[config.mk]
export PLATFORM = sky130hd
export DESIGN_NAME = rv32_wb_arbiter
export DESIGN_NICKNAME = d
export VERILOG_FILES = /design/src/rtl/rv32_pkg.sv /design/src/rtl/rv32_wb_fifo.sv /design/src/rtl/rv32_wb_arbiter.sv
export SDC_FILE = /design/constraint.sdc
export NUM_CORES = 1
export LEC_CHECK = 0
export ABC_CLOCK_PERIOD_IN_PS = 5900
export CAP_MARGIN = 15
export CELL_PAD_IN_SITES_DETAIL_PLACEMENT = 1
export CELL_PAD_IN_SITES_GLOBAL_PLACEMENT = 1
export CORE_ASPECT_RATIO = 1.75
export CORE_MARGIN = 1.5
export CORE_UTILIZATION = 38
export DETAILED_ROUTE_END_ITERATION = 8
export HOLD_SLACK_MARGIN = 0.12
export PLACE_DENSITY = 0.91
export SYNTH_ARGS = -nofsm -noshare
export SYNTH_HDL_FRONTEND = slang
export SYNTH_HIERARCHICAL = 1
export SYNTH_SLANG_ARGS = --single-unit
[constraint.sdc]
create_clock -name clk -period 5.9 [get_ports clk]
set_input_delay 1.18 -clock clk [delete_from_list [all_inputs] [get_ports clk]]
set_output_delay 1.18 -clock clk [all_outputs]
set_load 0.03 [all_outputs]
[src/rtl/rv32_pkg.sv]
// Shared RV32 constants and the writeback record type used by the
// register-file write path.
package rv32_pkg;

   localparam int unsigned XLEN       = 32;
   localparam int unsigned REG_ADDR_W = 5;
   localparam int unsigned NUM_REGS   = 32;

   typedef struct packed {
      logic [REG_ADDR_W-1:0] rd;
      logic [XLEN-1:0]       data;
   } wb_rec_t;

   function automatic logic [NUM_REGS-1:0] rd_onehot(input logic [REG_ADDR_W-1:0] rd);
      logic [NUM_REGS-1:0] m;
      m     = '0;
      m[rd] = 1'b1;
      return m;
   endfunction

endpackage

[src/rtl/rv32_wb_fifo.sv]
// Synchronous FIFO for buffered MDU writeback records; exposes per-entry
// valid bits and contents so the owner can build a pending-destination mask.
module rv32_wb_fifo
   import rv32_pkg::*;
#(
   parameter int unsigned DEPTH = 2
) (
   input  logic                     clk,
   input  logic                     rst,
   input  logic                     push,
   input  logic                     pop,
   input  wb_rec_t                  din,
   output wb_rec_t                  dout,
   output logic                     full,
   output logic                     empty,
   output logic [$clog2(DEPTH):0]   count,
   output logic [DEPTH-1:0]         vld,
   output wb_rec_t [DEPTH-1:0]      ents
);

   localparam int unsigned AW = $clog2(DEPTH);

   logic [AW:0]          wptr_q, rptr_q;
   logic [DEPTH-1:0]     vld_q;
   wb_rec_t [DEPTH-1:0]  mem_q;
   logic                 do_push, do_pop;

   // Extra MSB on each pointer distinguishes full from empty when the indices match.
   assign empty   = (wptr_q == rptr_q);
   assign full    = (wptr_q[AW] != rptr_q[AW]) && (wptr_q[AW-1:0] == rptr_q[AW-1:0]);
   assign count   = wptr_q - rptr_q;
   assign do_push = push && !full;
   assign do_pop  = pop && !empty;
   assign dout    = mem_q[rptr_q[AW-1:0]];
   assign vld     = vld_q;
   assign ents    = mem_q;

   always_ff @(posedge clk) begin
      if (rst) begin
         wptr_q <= '0;
         rptr_q <= '0;
         vld_q  <= '0;
      end else begin
         if (do_pop) begin
            rptr_q                 <= rptr_q + 1'b1;
            vld_q[rptr_q[AW-1:0]]  <= 1'b0;
         end
         if (do_push) begin
            wptr_q                 <= wptr_q + 1'b1;
            vld_q[wptr_q[AW-1:0]]  <= 1'b1;
            mem_q[wptr_q[AW-1:0]]  <= din;
         end
      end
   end

endmodule

[src/rtl/rv32_wb_arbiter.sv]
// Register-file write port driver: ALU results win by default, buffered MDU
// results drain in order, and a starvation stall forces the buffer to empty.
module rv32_wb_arbiter
   import rv32_pkg::*;
#(
   parameter int unsigned FIFO_DEPTH   = 2,
   parameter int unsigned STARVE_LIMIT = 4
) (
   input  logic                   clk,
   input  logic                   rst,
   input  logic                   alu_valid,
   input  logic [REG_ADDR_W-1:0]  alu_rd,
   input  logic [XLEN-1:0]        alu_data,
   output logic                   alu_stall,
   input  logic                   mdu_valid,
   output logic                   mdu_ready,
   input  logic [REG_ADDR_W-1:0]  mdu_rd,
   input  logic [XLEN-1:0]        mdu_data,
   output logic                   wreg,
   output logic [REG_ADDR_W-1:0]  wr,
   output logic [XLEN-1:0]        wd,
   output logic [NUM_REGS-1:0]    pend_mask,
   output logic                   proto_err
);

   localparam int unsigned AW = $clog2(FIFO_DEPTH);
   localparam int unsigned CW = $clog2(STARVE_LIMIT + 1);

   logic                          fifo_push, fifo_pop, fifo_full, fifo_empty;
   logic [AW:0]                   fifo_count, occ_next;
   logic [FIFO_DEPTH-1:0]         fifo_vld;
   wb_rec_t [FIFO_DEPTH-1:0]      fifo_ents;
   wb_rec_t                       fifo_head, fifo_din;
   logic                          alu_win;

   logic                          wreg_q, stall_q, stall_d, proto_err_q;
   logic [REG_ADDR_W-1:0]         wr_q;
   logic [XLEN-1:0]               wd_q;
   logic [CW-1:0]                 starve_q, starve_d;

   assign alu_win   = !stall_q && alu_valid && (alu_rd != '0);
   assign fifo_pop  = !fifo_empty && !alu_win;
   assign fifo_push = mdu_valid && !fifo_full && (mdu_rd != '0);
   assign fifo_din  = '{rd: mdu_rd, data: mdu_data};
   assign mdu_ready = !fifo_full;

   rv32_wb_fifo #(.DEPTH(FIFO_DEPTH)) u_fifo (
      .clk   (clk),
      .rst   (rst),
      .push  (fifo_push),
      .pop   (fifo_pop),
      .din   (fifo_din),
      .dout  (fifo_head),
      .full  (fifo_full),
      .empty (fifo_empty),
      .count (fifo_count),
      .vld   (fifo_vld),
      .ents  (fifo_ents)
   );

   always_comb begin
      pend_mask = '0;
      for (int unsigned i = 0; i < FIFO_DEPTH; i++) begin
         if (fifo_vld[i]) pend_mask = pend_mask | rd_onehot(fifo_ents[i].rd);
      end
      pend_mask[0] = 1'b0;
   end

   always_comb begin
      occ_next = fifo_count + (AW+1)'(fifo_push) - (AW+1)'(fifo_pop);
      starve_d = starve_q;
      if (fifo_empty || fifo_pop) starve_d = '0;
      else if (starve_q != CW'(STARVE_LIMIT)) starve_d = starve_q + 1'b1;
      // Release takes priority so a draining pop never re-arms the stall.
      stall_d = stall_q;
      if (fifo_empty || (fifo_pop && occ_next < (AW+1)'(FIFO_DEPTH / 2))) stall_d = 1'b0;
      else if (starve_q == CW'(STARVE_LIMIT)) stall_d = 1'b1;
   end

   always_ff @(posedge clk) begin
      if (rst) begin
         wreg_q      <= 1'b0;
         wr_q        <= '0;
         wd_q        <= '0;
         stall_q     <= 1'b0;
         starve_q    <= '0;
         proto_err_q <= 1'b0;
      end else begin
         wreg_q      <= alu_win || fifo_pop;
         stall_q     <= stall_d;
         starve_q    <= starve_d;
         proto_err_q <= proto_err_q || (alu_valid && stall_q);
         if (alu_win) begin
            wr_q <= alu_rd;
            wd_q <= alu_data;
         end else if (fifo_pop) begin
            wr_q <= fifo_head.rd;
            wd_q <= fifo_head.data;
         end
      end
   end

   assign wreg      = wreg_q;
   assign wr        = wr_q;
   assign wd        = wd_q;
   assign alu_stall = stall_q;
   assign proto_err = proto_err_q;

endmodule

==> results.cfg <==
[global_routing]
antenna_found_initial = 2
grt_max_degree = 58
grt_pass1_wl_mm = 27.6
overflow = 0
grt_pass1_vias = 5020
grt_use_total_pct = 24.3

[setup_path]
path_depth = 11
reg2reg_depth = 8
path_delay_family = buffers and inverters
critPathLaunchType = input pin
cpMostUsedCell = ha_1
arrival_ns = 4.20
critical_path_buf_inv_count = 3
crit_chain = clkdlybuf4s50_1 -> nor4_4 -> buf_4 -> a21oi_1 -> nor2_1 -> ha_1 -> inv_1 -> ha_1 -> xor2_1 -> xnor2_1 -> a311oi_1
slowest_stage = clkdlybuf4s50_1
critPathKind = input pin to register
max_stage_delay_ns = 0.45
critPathMaxFanout = 36
cp.required_ns = 6.21
end_kind = register

[placed_design]
place_area_mm2 = 0.00723
hpwl_mm = 11.8
io_buffer_count = 149
place_congestion = 0.807

[floorplan]
pin_count = 151
rows = 58
coreArea_mm2 = 0.0144
chipWidth_um = 95.0
fp.dieArea_mm2 = 0.0156
initial_core_util_pct = 39.0
die-height_um = 164

[clocking]
cts_buffers = 17
clock-root-buffer = clkbuf_16
clkTransAtPathRegs_ns = 0.05
clockBufferDepth = 2
holdBufCountCts = 0
cts.sinks = 123
worst_skew_pair.late_latency_ns = 0.42
post_cts.repair.setup_buffers = 0
htree_levels = 4
cts_resized = 0
cts_tree = yes

[route]
ant_nets = 0
viasPerCell = 5.80
wire_per_inst_um = 23.9
vias = 4492
routed_wl_mm = 18.5
drt_pass1_iterations = 4
drc = 0
drt-initial-drc-count = 236

[synthesis]
avgSynthCellArea_um2 = 12.8
yosys.area.top_type = edfxtp_1
synth_nets = 523
async_flop_share_pct = 0
netlist_instances = 440
ys_seq_area_share_pct = 56.9
yosysWarnings = 6
synth_area_leaders = edfxtp_1, dfxtp_1, a211oi_1
synth_flop_cell = edfxtp_1
ys_top_cells_by_count = edfxtp_1, a211oi_1, dfxtp_1
synth_cell_types = 51
yosysMostFrequentCell = edfxtp_1
synth_seq_cells = 123
synth_area_mm2 = 0.00563
yosys.area.top_type_share_pct = 39.5
synth-edff-count = 74

[sta]
worst_slew_pin_slew_ns = 1.08
fin_crit_sh_pct = 66.0
rsz0062_at_grt = false
finalHoldViolCount = 0
setup_viol = 0
fin_skew_ns = 0.0105
max_freq_mhz = 257
fin_setup_tns_ns = 0
maxSlewViolCount = 0
fin_crit_ns = 3.89
maxSlewHeadroom_pct = 27.7

[layout]
areaGrowthSynthToFinish_pct = 39.2
drive_gt1_share_pct = 13.0
fillerInstances = 1416
nNetsFinal = 664
fin_area_mm2 = 0.00784

[power]
power_leakage_nw = 2.74
power_density_mw_per_mm2 = 426
irDropWorstVdd_v = 0.000230

[hold_path]
worst_hold_path_type = register to register
hold_depth = 2

[status]
status = finished clean

[run]
cap_viol_max_count = 0
==> where the power goes <==
part	switching [W]	internal [W]
clock network	0.000371	0.000703
logic	0.000638	0.000467
registers	0.0000913	0.00107
total	0.00110	0.00224
==> worst reg2reg max path: stages (launching register included) <==
cell	delay, ns
dfxtp_1	0.36
xnor2_1	0.77
nor2_1	0.15
inv_1	0.15
o311a_1	0.27
nor3b_1	0.35
o21ai_1	0.15
inv_1	0.68
buf_4	0.45
==> routing by layer <==
metal / wire length (µm) / track usage (%)
met1: 6660 / 25.1
met4: 762 / 13.5
met2: 10500 / 44.8
met3: 624 / 4.49
met5: 0 / 0
==> cell usage in the layout, fill, tap and decap left out, types with 3 or more instances in the layout <==
cell | Yosys | routed
a211oi_1 | 65 | 65
a21oi_1 | 7 | 7
buf_4 | 7 | 8
bufinv_16 | 0 | 3
clkbuf_16 | 0 | 17
clkbuf_8 | 1 | 4
clkdlybuf4s50_1 | 0 | 148
clkinv_2 | 0 | 3
dfxtp_1 | 49 | 48
edfxtp_1 | 74 | 74
ha_1 | 5 | 5
inv_1 | 8 | 8
mux2_1 | 13 | 13
mux2_2 | 24 | 24
mux2i_1 | 40 | 40
nand2_1 | 8 | 8
nand2b_1 | 5 | 4
nand3_1 | 6 | 6
nand3b_1 | 11 | 11
nor2_1 | 8 | 8
nor4_1 | 3 | 3
o22ai_1 | 31 | 31
or3_1 | 4 | 4
or3b_2 | 8 | 8
xnor2_1 | 4 | 4
==> registers in the layout, indices dropped and copies added, names as in the netlist, 2 cells and up <==
signal / flops
u_fifo/ents: 74
u_fifo/rptr_q: 2
wd: 32
u_fifo/vld: 2
wr: 5
starve_q: 3
u_fifo/wptr_q: 2
==> layout make-up <==
cell class	count	area, µm²	share of cell area (%)
clock inverters	8	116	1.49
well taps	180	225	2.87
repair buffers	158	1570	20.1
multi-input cells	271	2180	27.9
clock buffers	23	488	6.23
diodes	2	5.00	0.0639
flip-flops and latches	123	3200	40.9
inverters	10	37.5	0.479
==> stage by stage <==
stage | total power, W | worst slack (ns) | hold slack (ns) | utilization [%] | std cells
floorplan | 0.00188 | 1.30 | 0.476 | - | 440
CTS | 0.00335 | 2.01 | 0.485 | 54.2 | 773
finish | 0.00334 | 2.01 | 0.483 | 54.3 | 775
detailed placement | 0.00224 | 1.72 | 0.473 | 50.0 | 742
global route | 0.00345 | 1.84 | 0.547 | 54.3 | 775
global placement | 0.00218 | 1.93 | 0.458 | 49.8 | 741
==> worst paths after layout <==
| check | from | endpoint | slack [ns] |
|---|---|---|---|
| worst max-delay path | alu_rd[0] | alu_stall$_SDFFE_PP0N_ | 2.01 |
| worst min-delay path | proto_err$_SDFF_PP0_ | proto_err$_SDFF_PP0_ | 0.48 |
| worst max register to register | u_fifo/wptr_q[1]$_SDFFE_PP0N_ | u_fifo/ents[12]$_DFFE_PP_ | 2.25 |
| worst min register to register | proto_err$_SDFF_PP0_ | proto_err$_SDFF_PP0_ | 0.48 |
==> kinds of logic (layout without fill, tap and decap cells) <==
kind of cell,Yosys count,count (layout),share of synthesized area [%]
multiplexers,77,77,14.5
AO/OA/AOI/OAI,117,117,14.6
other,1,3,0.0666
buffers and inverters,46,199,4.42
adder cells (fa/ha/maj),5,5,1.11
flip-flops,123,123,56.9
XOR/XNOR,5,5,0.778
AND/OR/NAND/NOR,66,66,7.58
(Power assumes the default switching activity.)
